<file path="src/rtl/dffnrsnq_pipe.sv">
// dffnrsnq_pipe: falling-edge valid/data pipeline built from set/reset flop stages.
// Each stage holds WIDTH data bits and one valid bit, and stage DEPTH-1 drives Q/QV.
// R (sync, active-high) takes priority over SETN (sync, active-low), which takes
// priority over normal shifting. CNT tracks how many stages hold valid data.
// Optional feature: define GF180MCU_FD_SC_MCU9T5V0_DFFNRSNQ_PIPE_COLLAPSE_EN to let
// stages close bubbles while EN is low.

// One pipeline stage. xp is 0 in hardware but goes X in simulation when a control
// input is X, so every branch pushes X into the stored value the way the cell model does.
module dffnrsnq_pipe_stage #(
  parameter int               WIDTH = 8,
  parameter logic [WIDTH-1:0] RVAL  = {WIDTH{1'b0}},
  parameter logic [WIDTH-1:0] SVAL  = {WIDTH{1'b1}}
) (
  input  logic             clk,
  input  logic             rst,
  input  logic             setn,
  input  logic             ld,
  input  logic             xp,
  input  logic [WIDTH-1:0] d_in,
  input  logic             v_in,
  output logic [WIDTH-1:0] d,
  output logic             v
);

  // stage register: reset, then set, then load or hold
  always_ff @(negedge clk) begin
    if (rst) begin
      d <= RVAL ^ {WIDTH{xp}};
      v <= xp;
    end else if (!setn) begin
      d <= SVAL ^ {WIDTH{xp}};
      v <= xp;
    end else if (ld) begin
      d <= d_in ^ {WIDTH{xp}};
      v <= v_in ^ xp;
    end else begin
      d <= d ^ {WIDTH{xp}};
      v <= v ^ xp;
    end
  end

endmodule

module dffnrsnq_pipe #(
  parameter int               WIDTH = 8,
  parameter int               DEPTH = 4,
  parameter logic [WIDTH-1:0] RVAL  = {WIDTH{1'b0}},
  parameter logic [WIDTH-1:0] SVAL  = {WIDTH{1'b1}}
) (
  input  logic                       CLKN,
  input  logic                       R,
  input  logic                       SETN,
  input  logic                       EN,
  input  logic [WIDTH-1:0]           D,
  input  logic                       DV,
  output logic                       RDY,
  output logic [WIDTH-1:0]           Q,
  output logic                       QV,
  output logic [$clog2(DEPTH+1)-1:0] CNT
);

  localparam int CW = $clog2(DEPTH+1);

  logic [DEPTH-1:0][WIDTH-1:0] data_pipe;
  logic [DEPTH-1:0][WIDTH-1:0] din;
  logic [DEPTH-1:0]            vld_pipe;
  logic [DEPTH-1:0]            vin;
  logic [DEPTH-1:0]            ld;
  logic [CW-1:0]               inc;
  logic [CW-1:0]               dec;
  logic                        xp;

  // Logically zero; X-valued in simulation when R, SETN or EN is X.
  assign xp = (R ^ R) | (SETN ^ SETN) | (EN ^ EN);

`ifdef GF180MCU_FD_SC_MCU9T5V0_DFFNRSNQ_PIPE_COLLAPSE_EN
  logic [DEPTH-1:0] hole;

  // hole[i]: some stage at or above i is empty, so stage i may move up
  always_comb begin
    hole = '0;
    hole[DEPTH-1] = ~vld_pipe[DEPTH-1];
    for (int i = DEPTH-2; i >= 0; i--) hole[i] = hole[i+1] | ~vld_pipe[i];
  end

  assign ld  = {DEPTH{EN}} | hole;
  assign RDY = EN | (CNT < CW'(DEPTH));
`else
  assign ld  = {DEPTH{EN}};
  assign RDY = EN;
`endif

  // Stage 0 takes the input port; D is captured whether or not DV is set.
  for (genvar i = 0; i < DEPTH; i++) begin : g_stage
    if (i == 0) begin : g_head
      assign din[i] = D;
      assign vin[i] = DV;
    end else begin : g_body
      assign din[i] = data_pipe[i-1];
      assign vin[i] = vld_pipe[i-1];
    end

    dffnrsnq_pipe_stage #(
      .WIDTH (WIDTH),
      .RVAL  (RVAL),
      .SVAL  (SVAL)
    ) u_stage (
      .clk  (CLKN),
      .rst  (R),
      .setn (SETN),
      .ld   (ld[i]),
      .xp   (xp),
      .d_in (din[i]),
      .v_in (vin[i]),
      .d    (data_pipe[i]),
      .v    (vld_pipe[i])
    );
  end

  assign Q   = data_pipe[DEPTH-1];
  assign QV  = vld_pipe[DEPTH-1];
  assign inc = CW'(DV & RDY);
  assign dec = CW'(EN & QV);

  // occupancy counter: +1 on accept, -1 when the output stage is consumed
  always_ff @(negedge CLKN) begin
    if (R)          CNT <= '0;
    else if (!SETN) CNT <= '0;
    else            CNT <= CNT + inc - dec;
  end

endmodule

</file>
<file path="config.mk">
export PLATFORM = sky130hd
export DESIGN_NAME = dffnrsnq_pipe
export DESIGN_NICKNAME = d
export VERILOG_FILES = /design/src/rtl/dffnrsnq_pipe.sv
export SDC_FILE = /design/constraint.sdc
export NUM_CORES = 1
export LEC_CHECK = 0
export ABC_AREA = 1
export BUFFER_PORTS_ARGS = -buffer_cell sky130_fd_sc_hd__buf_2
export CORE_ASPECT_RATIO = 0.8
export CORE_MARGIN = 10
export CORE_UTILIZATION = 30
export CTS_BUF_LIST = sky130_fd_sc_hd__clkbuf_16
export DETAILED_ROUTE_END_ITERATION = 12
export GPL_TIMING_DRIVEN = 0
export SLEW_MARGIN = 10
export SYNTH_ARGS = -nofsm -noshare
export SYNTH_HDL_FRONTEND = slang
export SYNTH_SLANG_ARGS = --single-unit
export TNS_END_PERCENT = 30
</file>
<file path="constraint.sdc">
create_clock -name CLKN -period 3.3 [get_ports CLKN]
set_input_delay 0.495 -clock CLKN [delete_from_list [all_inputs] [get_ports CLKN]]
set_output_delay 0.495 -clock CLKN [all_outputs]
set_load 0.02 [all_outputs]
</file>
==> flow_summary_export.csv, run 1 <==
group,metric,value,unit
final_layout,nNetsFinal,283,
sta,slew_viol_final,0,
placed_design,detailed_place_hpwl,2.638,mm
routing,dr_wl_met2,1.896,mm
logic_synthesis,synth_area_leader_cell,"dfxtp_1",
floorplan,ios,26,
global_route,grt_pass1_vias,1569,
power_and_ir_drop,internal_power,0.9856,mW
cts,cts_tree,"done",
sta,worst_pin_slew,0.5512,ns
routing,wl_per_cell,11.36,microns
power_and_ir_drop,pwr-share-comb,0.108,
worst_setup_path,crit_chain,"buf_12 > buf_8 > nand2_4 > inv_4 > ha_4 > inv_2 > ha_4 > fa_2 > inv_2 > nand2_2 > a21oi_2 > nor2_1",
worst_setup_path,startpoint,"EN",
worst_setup_path,worstSetupPathDepth,12,
routing,top_layer_used,"met4",
logic_synthesis,ys_seq_area_frac,0.4460,
power_and_ir_drop,power_frac_clock,0.512,
final_layout,register_area,780.7,sq um
sta,grt_setup_unrepaired,"true",
logic_synthesis,synth_common_cells,"nand2_1, a21oi_2, dfxtp_1, a21oi_1, buf_4",
logic_synthesis,syn_nets,211,
worst_hold_path,whs_path_depth,2,
final_layout,num-fill-cells,619,
worst_setup_path,worstPathMaxFanout,4,
routing,wl_met1,1.818,mm
worst_setup_path,rr_startpoint,"g_stage[3].u_stage.v",
cts,clockBufferDepth,2,
logic_synthesis,synth_top_area_frac,0.4460,
worst_setup_path,cp_slowest_cell,"fa_2",
logic_synthesis,synth_most_common_cell,"nand2_1",
worst_setup_path,critPathBufInv,5,
routing,vias_per_cell,4.376,
power_and_ir_drop,power_frac_seq,0.380,
logic_synthesis,netlist_top_cells_area,"dfxtp_1, a21oi_2, nand2_1",
floorplan,die_area,0.009309,sq mm
worst_setup_path,endpoint_kind,"register",
worst_setup_path,worstRegToRegCells,10,
worst_setup_path,r2r-end,"CNT[2]",
worst_setup_path,path_delay_family,"adder cells",
logic_synthesis,synth_edf_count,0,
cts,cts.sinks,39,
cts,clock_latency,0.36,ns
power_and_ir_drop,power.switching,0.3922,mW
worst_setup_path,critPathRequiredTime,1.89,ns
cts,clockRootBuffer,"clkbuf_16",
logic_synthesis,ys_async_sr_fraction,0,
final_layout,drive_above_1_share,0.4030,
final_layout,area_delta_synth_final,34.74,%
sta,hold_violations,0,
floorplan,die_x,105.4,microns
global_route,grtUsageTotal,0.08685,
run_status,status,"complete, no violations",
power_and_ir_drop,p_leak,1.103,nW
logic_synthesis,ys_warn_count,0,
global_route,grt.overflow.total,0,
routing,drt_iter0_markers,26,
cts,cts_buffers,5,
floorplan,rows,24,
worst_setup_path,worstPathArrival,1.87,ns
global_route,grt_start_max_net_pins,12,
sta,finalSetupViolations,0,
cts,htreeDepth,2,
floorplan,die_h,88.32,microns
placed_design,portBuffers,24,
cts,cts_hold_buf,0,
global_route,antenna_found_initial,0,
final_layout,num_antenna_cells,0,
worst_setup_path,max_stage_delay,0.37,ns
final_layout,multi_input_area,789.5,sq um
final_layout,final_core_util,0.4246,
job,drv_cap,0,
power_and_ir_drop,irDropWorstVdd,0.0002907,V
worst_setup_path,crit_end,"CNT[2]",
worst_hold_path,hold_path.class,"reg -> reg",
routing,postRouteWirelength,3.931,mm
power_and_ir_drop,p_per_area,584.2,mW/mm^2
logic_synthesis,syn_avg_cell_area,8.977,sq um
routing,remaining_drc_errors,0,
routing,routed-via-count,1514,
worst_setup_path,r2r_slack,1.69,ns
logic_synthesis,netlist_instances,195,
power_and_ir_drop,netSwitchingFraction,0.2846,
logic_synthesis,ys_types,18,
placed_design,place_congestion,0.7238,
sta,slew_headroom,0.6325,
logic_synthesis,ys_seq_elements,39,
worst_setup_path,crit_type,"in -> reg",
floorplan,start_util,0.3151,
routing,dr_wl_met3,174,microns
sta,fin_setup_tns,0,ns
sta,skew,0.01193,ns
global_route,grt_pass1_wl,6.568,mm
floorplan,design.core.area,0.005555,sq mm
logic_synthesis,netlist_area,0.001750,sq mm
cts,path_clk_slew,0.03,ns
logic_synthesis,synth_flop_cell,"dfxtp_1",
worst_setup_path,crit_path_start_kind,"primary input",
routing,dr.pass1.iters,4,
routing,ant_nets,0,
area by class of cell:
cell class,count,area share
clock inverter,42,0.07798
clock buffer,5,0.05305
buffer,22,0.07480
multi-input combinational,122,0.3347
sequential,39,0.3310
inverter,10,0.01698
timing repair buffer,28,0.07003
tap,78,0.04138
state kept, by name, summed over array words and instances, names as in the netlist:
register and cells:
CNT 3, g_stage.u_stage.d 32, g_stage.u_stage.v 4
timing repair:
| action | CTS | global route |
|---|---|---|
| endpoints found under the setup margin | 2 | 1 |
| pin swaps | 4 | 3 |
| buffers inserted | 3 | 1 |
| hold endpoints to repair | 0 | 0 |
| resized for setup | 8 | 7 |
layout by cell type, fill, tap and decap left out, types with 4 or more instances in the layout:
master,Yosys,routed
buf_4,11,15
a21oi_2,39,40
a21oi_1,30,29
nor2_1,4,4
inv_1,10,47
clkbuf_16,0,5
buf_2,7,30
nand2_1,43,40
dfxtp_1,39,39
per-layer routing:
metal  GRT usage  vias to the layer above
met3     0.05374                        6
li1            -                      780
met2      0.1348                       27
met1     0.08996                      701
met4     0.04975                        0
met5           0                        -
through the flow:
stage	instances	instance area, sq um	hold slack (ns)	setup WS [ns]	power, mW
after detailed placement	297	1984	0.4530	-0.6448	0.7480
after global placement	297	1984	0.4514	-0.6189	0.7464
after CTS	345	2316	0.4580	0.01936	1.410
final	346	2359	0.4563	0.01888	1.378
after global routing	346	2359	0.4769	-0.04154	1.489
after floorplan	195	1767	0.4364	-0.3624	0.7095
worst min path at each step:
stage	startpoint	end	slack, ns
global route	g_stage[3].u_stage.d[0]	g_stage[3].u_stage.d[0]	0.48
finish	g_stage[3].u_stage.d[7]	g_stage[3].u_stage.d[7]	0.46
CTS	g_stage[3].u_stage.d[7]	g_stage[3].u_stage.d[7]	0.46
global placement	g_stage[1].u_stage.v	g_stage[2].u_stage.v	0.45
floorplan	g_stage[0].u_stage.v	g_stage[1].u_stage.v	0.44
detailed placement	g_stage[3].u_stage.d[7]	g_stage[3].u_stage.d[7]	0.45
worst min-delay path: stages (launching register included):
cell and delay, ns:
dfxtp_1 0.30, nand2_1 0.06, a21oi_1 0.05
cell families after synthesis:
kind of cell / after synthesis / synth area share
compound gates: 69 / 0.2809
flops: 39 / 0.4460
buf+inv: 34 / 0.1308
fa+ha+maj: 3 / 0.02573
simple gates: 50 / 0.1165
power by group through the flow:
stage	Combinational (mW)	Clock, mW	Sequential, mW
after detailed placement	0.146	0.0740	0.528
after CTS	0.149	0.737	0.523
after floorplan	0.110	0.0740	0.525
after global placement	0.144	0.0740	0.529
final	0.149	0.706	0.523
after global routing	0.165	0.797	0.526
(Power assumes the default switching activity.)
==> run 2: changes to the inputs <==
Settings changed: ABC_AREA 1 to unset, CELL_PAD_IN_SITES_DETAIL_PLACEMENT set to 0, CELL_PAD_IN_SITES_GLOBAL_PLACEMENT set to 2, PLACE_DENSITY_LB_ADDON set to 0.1.
==> flow_summary_export.csv, run 2 <==
group,metric,value,unit
run_status,status,"complete, no violations",
final_layout,final_cell_mix,"inv_1, dfxtp_1, mux2i_1",
floorplan,ios,26,
worst_setup_path,crit_type,"in -> reg",
logic_synthesis,yosys.area_share.simple,0.02853,
worst_setup_path,endpoint_kind,"register",
cts,clockBufferDepth,2,
cts,path_clk_slew,0.03,ns
logic_synthesis,netlist_top_cells_area,"dfxtp_1, mux2i_1, a21oi_1",
power_and_ir_drop,pwr-share-comb,0.100,
cts,clock_latency,0.35,ns
cts,cts_hold_buf,0,
placed_design,place_ws,-0.4373,ns
logic_synthesis,ys_types,15,
global_route,grtUsageTotal,0.09019,
floorplan,design.core.area,0.005065,sq mm
power_and_ir_drop,p_leak,1.128,nW
floorplan,die_h,84.89,microns
sta,grt_setup_unrepaired,"false",
final_layout,num_antenna_cells,0,
sta,skew,0.01005,ns
routing,routed-via-count,1242,
worst_setup_path,critPathRequiredTime,1.87,ns
power_and_ir_drop,power_frac_seq,0.407,
final_layout,reg.largest.list,"g_stage.u_stage.d (32), g_stage.u_stage.v (4), CNT (3)",
worst_setup_path,worstPathMaxFanout,10,
cts,cts_tree,"done",
global_route,antenna_found_initial,0,
job,drv_cap,0,
global_route,grt.overflow.total,0,
power_and_ir_drop,irDropWorstVdd,0.0002486,V
logic_synthesis,synth_area_leader_cell,"dfxtp_1",
routing,ant_nets,0,
worst_hold_path,hold_path.class,"reg -> reg",
floorplan,rows,23,
sta,worst_pin_slew,0.5085,ns
routing,drt_iter0_markers,53,
logic_synthesis,netlist_area,0.001579,sq mm
logic_synthesis,synth_top_family_by_area,"multiplexers",
final_layout,nNetsFinal,238,
logic_synthesis,ys_async_sr_fraction,0,
logic_synthesis,synth_common_cells,"dfxtp_1, mux2i_1, a21oi_1, buf_4, clkbuf_1",
placed_design,place_congestion,0.6406,
logic_synthesis,synthXorXnorAreaFrac,0.01506,
worst_setup_path,crit_path_start_kind,"primary input",
logic_synthesis,netlist_instances,148,
global_route,grt_start_max_net_pins,20,
sta,slew_headroom,0.6610,
cts,htreeDepth,2,
power_and_ir_drop,power.switching,0.3781,mW
sta,hold_violations,0,
floorplan,die_x,101.1,microns
logic_synthesis,synth_compound_area_frac,0.1046,
sta,slew_viol_final,0,
logic_synthesis,syn_avg_cell_area,10.67,sq um
logic_synthesis,synth_edf_count,0,
logic_synthesis,syn_nets,164,
routing,vias_per_cell,4.358,
placed_design,detailed_place_hpwl,2.460,mm
final_layout,drive_above_1_share,0.2422,
power_and_ir_drop,p_per_area,603.6,mW/mm^2
final_layout,fin_cells,285,
sta,finalSetupViolations,0,
logic_synthesis,synth_mux_area_frac,0.2219,
power_and_ir_drop,power_frac_clock,0.492,
placed_design,dp.cells,232,
cts,cts.sinks,39,
power_and_ir_drop,netSwitchingFraction,0.2938,
cts,cts_buffers,5,
logic_synthesis,ys_seq_area_frac,0.4945,
cts,clockRootBuffer,"clkbuf_16",
placed_design,portBuffers,22,
floorplan,start_util,0.3118,
final_layout,largest_reg_flops,32,
routing,wl_per_cell,12.80,microns
power_and_ir_drop,internal_power,0.9089,mW
logic_synthesis,synth_top_area_frac,0.4945,
final_layout,final_common_cell,"inv_1",
logic_synthesis,synth_most_common_cell,"dfxtp_1",
routing,remaining_drc_errors,0,
final_layout,regMostFlops,"g_stage.u_stage.d",
routing,dr.pass1.iters,6,
floorplan,die_area,0.008583,sq mm
final_layout,area_delta_synth_final,35.02,%
sta,setup_ws,0.07430,ns
logic_synthesis,ys_seq_elements,39,
logic_synthesis,synth_flop_cell,"dfxtp_1",
logic_synthesis,synthAdderAreaFrac,0.02853,
global_route,grt_pass1_vias,1341,
worst_setup_path,worstPathArrival,1.79,ns
global_route,grt_pass1_wl,6.203,mm
logic_synthesis,ys_warn_count,0,
routing,postRouteWirelength,3.647,mm
-- run 2: cell types whose count changed after synthesis, sizes merged, moves of 2 or more --
cell,change
buf,-9
clkbuf,+7
a21oi,-36
mux2i,+35
nand2b,+2
nand2,-43
inv,-5
-- run 2: cells by family after synthesis --
group	after synthesis
adder cells (fa/ha/maj)	3
multiplexers	35
buffers and inverters	27
AO/OA/AOI/OAI	33
flip-flops	39
AND/OR/NAND/NOR	10
XOR/XNOR	1
-- run 2: stage by stage --
stage          power, mW  hold slack, ns  setup TNS (ns)  instance area, sq um    util
2_1_floorplan     0.6937          0.4492         -0.6880                  1608       -
3_3_place_gp      0.7248          0.4710         -0.8306                  1795  0.3545
3_5_place_dp      0.7286          0.4897         -0.9098                  1795  0.3545
4_1_cts            1.311          0.4969               0                  2062  0.4071
5_1_grt            1.389          0.5022               0                  2132  0.4209
6_report           1.287          0.4889               0                  2132  0.4209
-- run 2: what timing repair did --
action,in CTS,in global routing
setup buffers,0,8
pin swaps,0,2
setup endpoints to repair,2,2
resized for setup,0,2
hold endpoints to repair,0,0
-- run 2: final cells by class --
| cell class | count | area [sq um] |
|---|---|---|
| fill | 516 | 2933 |
| sequential | 39 | 780.7 |
| multi-input combinational | 82 | 651.9 |
| timing repair buffer | 30 | 170.2 |
| clock inverter | 42 | 160.2 |
| buffer | 20 | 147.6 |
| clock buffer | 5 | 125.1 |
| tap | 62 | 77.57 |
| inverter | 5 | 18.77 |
-- run 2: path summary, 6_finish.rpt --
path	slack, ns	cells past startpoint	endpoint	start
max	0.07	8	CNT[2]	EN
min	0.49	2	g_stage[2].u_stage.v	g_stage[1].u_stage.v
max reg2reg	1.70	7	CNT[2]	g_stage[3].u_stage.v
min reg2reg	0.49	2	g_stage[2].u_stage.v	g_stage[1].u_stage.v
-- run 2: power by group through the flow --
stage | Sequential (mW) | Combinational (mW) | Clock, mW
after global routing | 0.528 | 0.145 | 0.717
after floorplan | 0.525 | 0.0945 | 0.0740
after global placement | 0.529 | 0.122 | 0.0740
final | 0.524 | 0.129 | 0.634
after detailed placement | 0.530 | 0.124 | 0.0740
after CTS | 0.525 | 0.123 | 0.663
-- run 2: critical path: stages --
cell	delay (ns)
buf_16	0.12
and2_4	0.16
ha_4	0.25
inv_1	0.03
ha_2	0.16
fa_2	0.33
xor3_1	0.20
nor2_1	0.04
-- run 2: per-layer routing --
metal	vias up	global-route usage	wire, microns
li1	642	-	-
met1	576	0.09990	1742
met2	22	0.1273	1679
met3	2	0.05511	202
met4	0	0.05689	23
met5	-	0	0
==> run 3: changes to the inputs <==
Settings changed: CORE_ASPECT_RATIO 0.8 to 2.
==> flow_summary_export.csv, run 3 (synthesis gave the netlist of run 2 again) <==
group,metric,value,unit
final_layout,final_core_util,0.4008,
final_layout,nNetsFinal,230,
worst_hold_path,hp-start,"g_stage[0].u_stage.v",
routing,ant_nets,0,
routing,vias_per_cell,4.473,
global_route,antenna_found_initial,0,
sta,hold_violations,0,
final_layout,drive_above_1_share,0.2140,
sta,grt_setup_unrepaired,"false",
power_and_ir_drop,netSwitchingFraction,0.2932,
cts,htreeDepth,2,
power_and_ir_drop,power.switching,0.3742,mW
worst_setup_path,worstPathMaxFanout,19,
floorplan,start_util,0.3073,
worst_setup_path,worstPathArrival,1.81,ns
sta,worst_pin_slew,0.5016,ns
global_route,grt_pass1_wl,5.865,mm
cts,clockBufferDepth,2,
placed_design,detailed_place_hpwl,2.565,mm
floorplan,rows,37,
final_layout,multi_input_area,651.9,sq um
power_and_ir_drop,finalPower,1.276,mW
global_route,grt_pass1_vias,1363,
sta,skew,0.006376,ns
floorplan,design.core.area,0.005139,sq mm
sta,finalSetupViolations,0,
final_layout,num_antenna_cells,0,
placed_design,dp.cells,228,
worst_hold_path,hold_path.class,"reg -> reg",
cts,clockRootBuffer,"clkbuf_16",
floorplan,ios,26,
worst_setup_path,crit_type,"in -> reg",
final_layout,largest_reg_flops,32,
floorplan,die_x,71.30,microns
global_route,grt.overflow.total,0,
placed_design,portBuffers,22,
floorplan,die_area,0.008741,sq mm
placed_design,place_congestion,0.7225,
worst_setup_path,startpoint,"EN",
routing,remaining_drc_errors,0,
worst_setup_path,critPathRequiredTime,1.88,ns
power_and_ir_drop,irDropWorstVdd,0.0003371,V
routing,drt_iter0_markers,11,
final_layout,fin_cells,273,
power_and_ir_drop,power_frac_seq,0.410,
power_and_ir_drop,power_frac_clock,0.496,
cts,cts_setup_buffers,0,
final_layout,num-fill-cells,543,
final_layout,register_area,780.7,sq um
final_layout,final_cell_mix,"inv_1, dfxtp_1, mux2i_1",
sta,slew_headroom,0.6656,
worst_setup_path,rr_startpoint,"g_stage[3].u_stage.v",
routing,postRouteWirelength,3.519,mm
cts,cts_tree,"done",
final_layout,reg.largest.list,"g_stage.u_stage.d (32), g_stage.u_stage.v (4), CNT (3)",
power_and_ir_drop,pwr-share-comb,0.094,
power_and_ir_drop,p_leak,1.086,nW
routing,dr.pass1.iters,3,
worst_setup_path,crit_path_start_kind,"primary input",
global_route,grt_start_max_net_pins,20,
cts,cts.sinks,39,
sta,slew_viol_final,0,
floorplan,die_h,122.6,microns
power_and_ir_drop,p_per_area,619.6,mW/mm^2
run_status,status,"complete, no violations",
cts,clock_latency,0.35,ns
routing,wl_per_cell,12.89,microns
global_route,grtUsageTotal,0.08543,
cts,path_clk_slew,0.03,ns
final_layout,final_common_cell,"inv_1",
routing,routed-via-count,1221,
final_layout,regMostFlops,"g_stage.u_stage.d",
final_layout,area_delta_synth_final,30.43,%
worst_setup_path,endpoint_kind,"register",
job,drv_cap,0,
power_and_ir_drop,internal_power,0.9018,mW
cts,cts_buffers,5,
## run 3: cell types whose count changed in the layout (fill, tap and decap cells not counted)
cell	change
buf_12	+1
buf_16	-1
buf_4	-8
## run 3: area by class of cell
type,count,area share
Clock inverter,42,0.07776
Clock buffer,5,0.06075
Sequential cell,39,0.3791
Multi-Input combinational cell,82,0.3165
Tap cell,58,0.03524
Timing Repair Buffer,22,0.05346
Inverter,5,0.009113
Buffer,20,0.06804
## run 3: path summary, 6_finish.rpt
kind | endpoint | slack (ns) | cells past startpoint
hold / removal | g_stage[0].u_stage.v | 0.48 | 2
setup / recovery | CNT[2] | 0.07 | 8
hold reg to reg | g_stage[0].u_stage.v | 0.48 | 2
setup reg to reg | CNT[2] | 1.68 | 7
## run 3: routing by layer
| metal | vias up | GRT usage | wire length [microns] |
|---|---|---|---|
| met2 | 34 | 0.1380 | 1852 |
| met4 | 0 | 0.09367 | 146 |
| met3 | 11 | 0.04523 | 200 |
| li1 | 623 | - | - |
| met5 | - | 0 | 0 |
| met1 | 553 | 0.06786 | 1319 |
## run 3: stage by stage
stage	worst slack (ns)	cell area (sq um)	TNS [ns]	hold slack, ns
6_report	0.06800	2059	0	0.4799
5_1_grt	0.01206	2059	0	0.5075
4_1_cts	0.02340	2057	0	0.4906
3_5_place_dp	-0.4434	1790	-0.9232	0.4863
3_3_place_gp	-0.4326	1790	-0.8833	0.4800
2_1_floorplan	-0.3525	1608	-0.6880	0.4492
## run 3: repair_timing
item	4_1_cts	5_1_grt
resized for setup	0	1
setup endpoints to repair	2	2
hold buffers	0	0
pin swaps	0	1
## run 3: critical path, stage by stage
cell	delay [ns]
buf_12	0.14
and2_4	0.15
ha_4	0.25
inv_1	0.03
ha_2	0.17
fa_2	0.33
xor3_1	0.19
nor2_1	0.04
## run 3: power groups by stage
| stage | clock network [mW] | registers [mW] | logic, mW |
|---|---|---|---|
| 2_1_floorplan | 0.0740 | 0.525 | 0.0945 |
| 3_3_place_gp | 0.0740 | 0.529 | 0.123 |
| 3_5_place_dp | 0.0740 | 0.530 | 0.125 |
| 4_1_cts | 0.666 | 0.524 | 0.123 |
| 5_1_grt | 0.721 | 0.527 | 0.133 |
| 6_report | 0.633 | 0.524 | 0.120 |
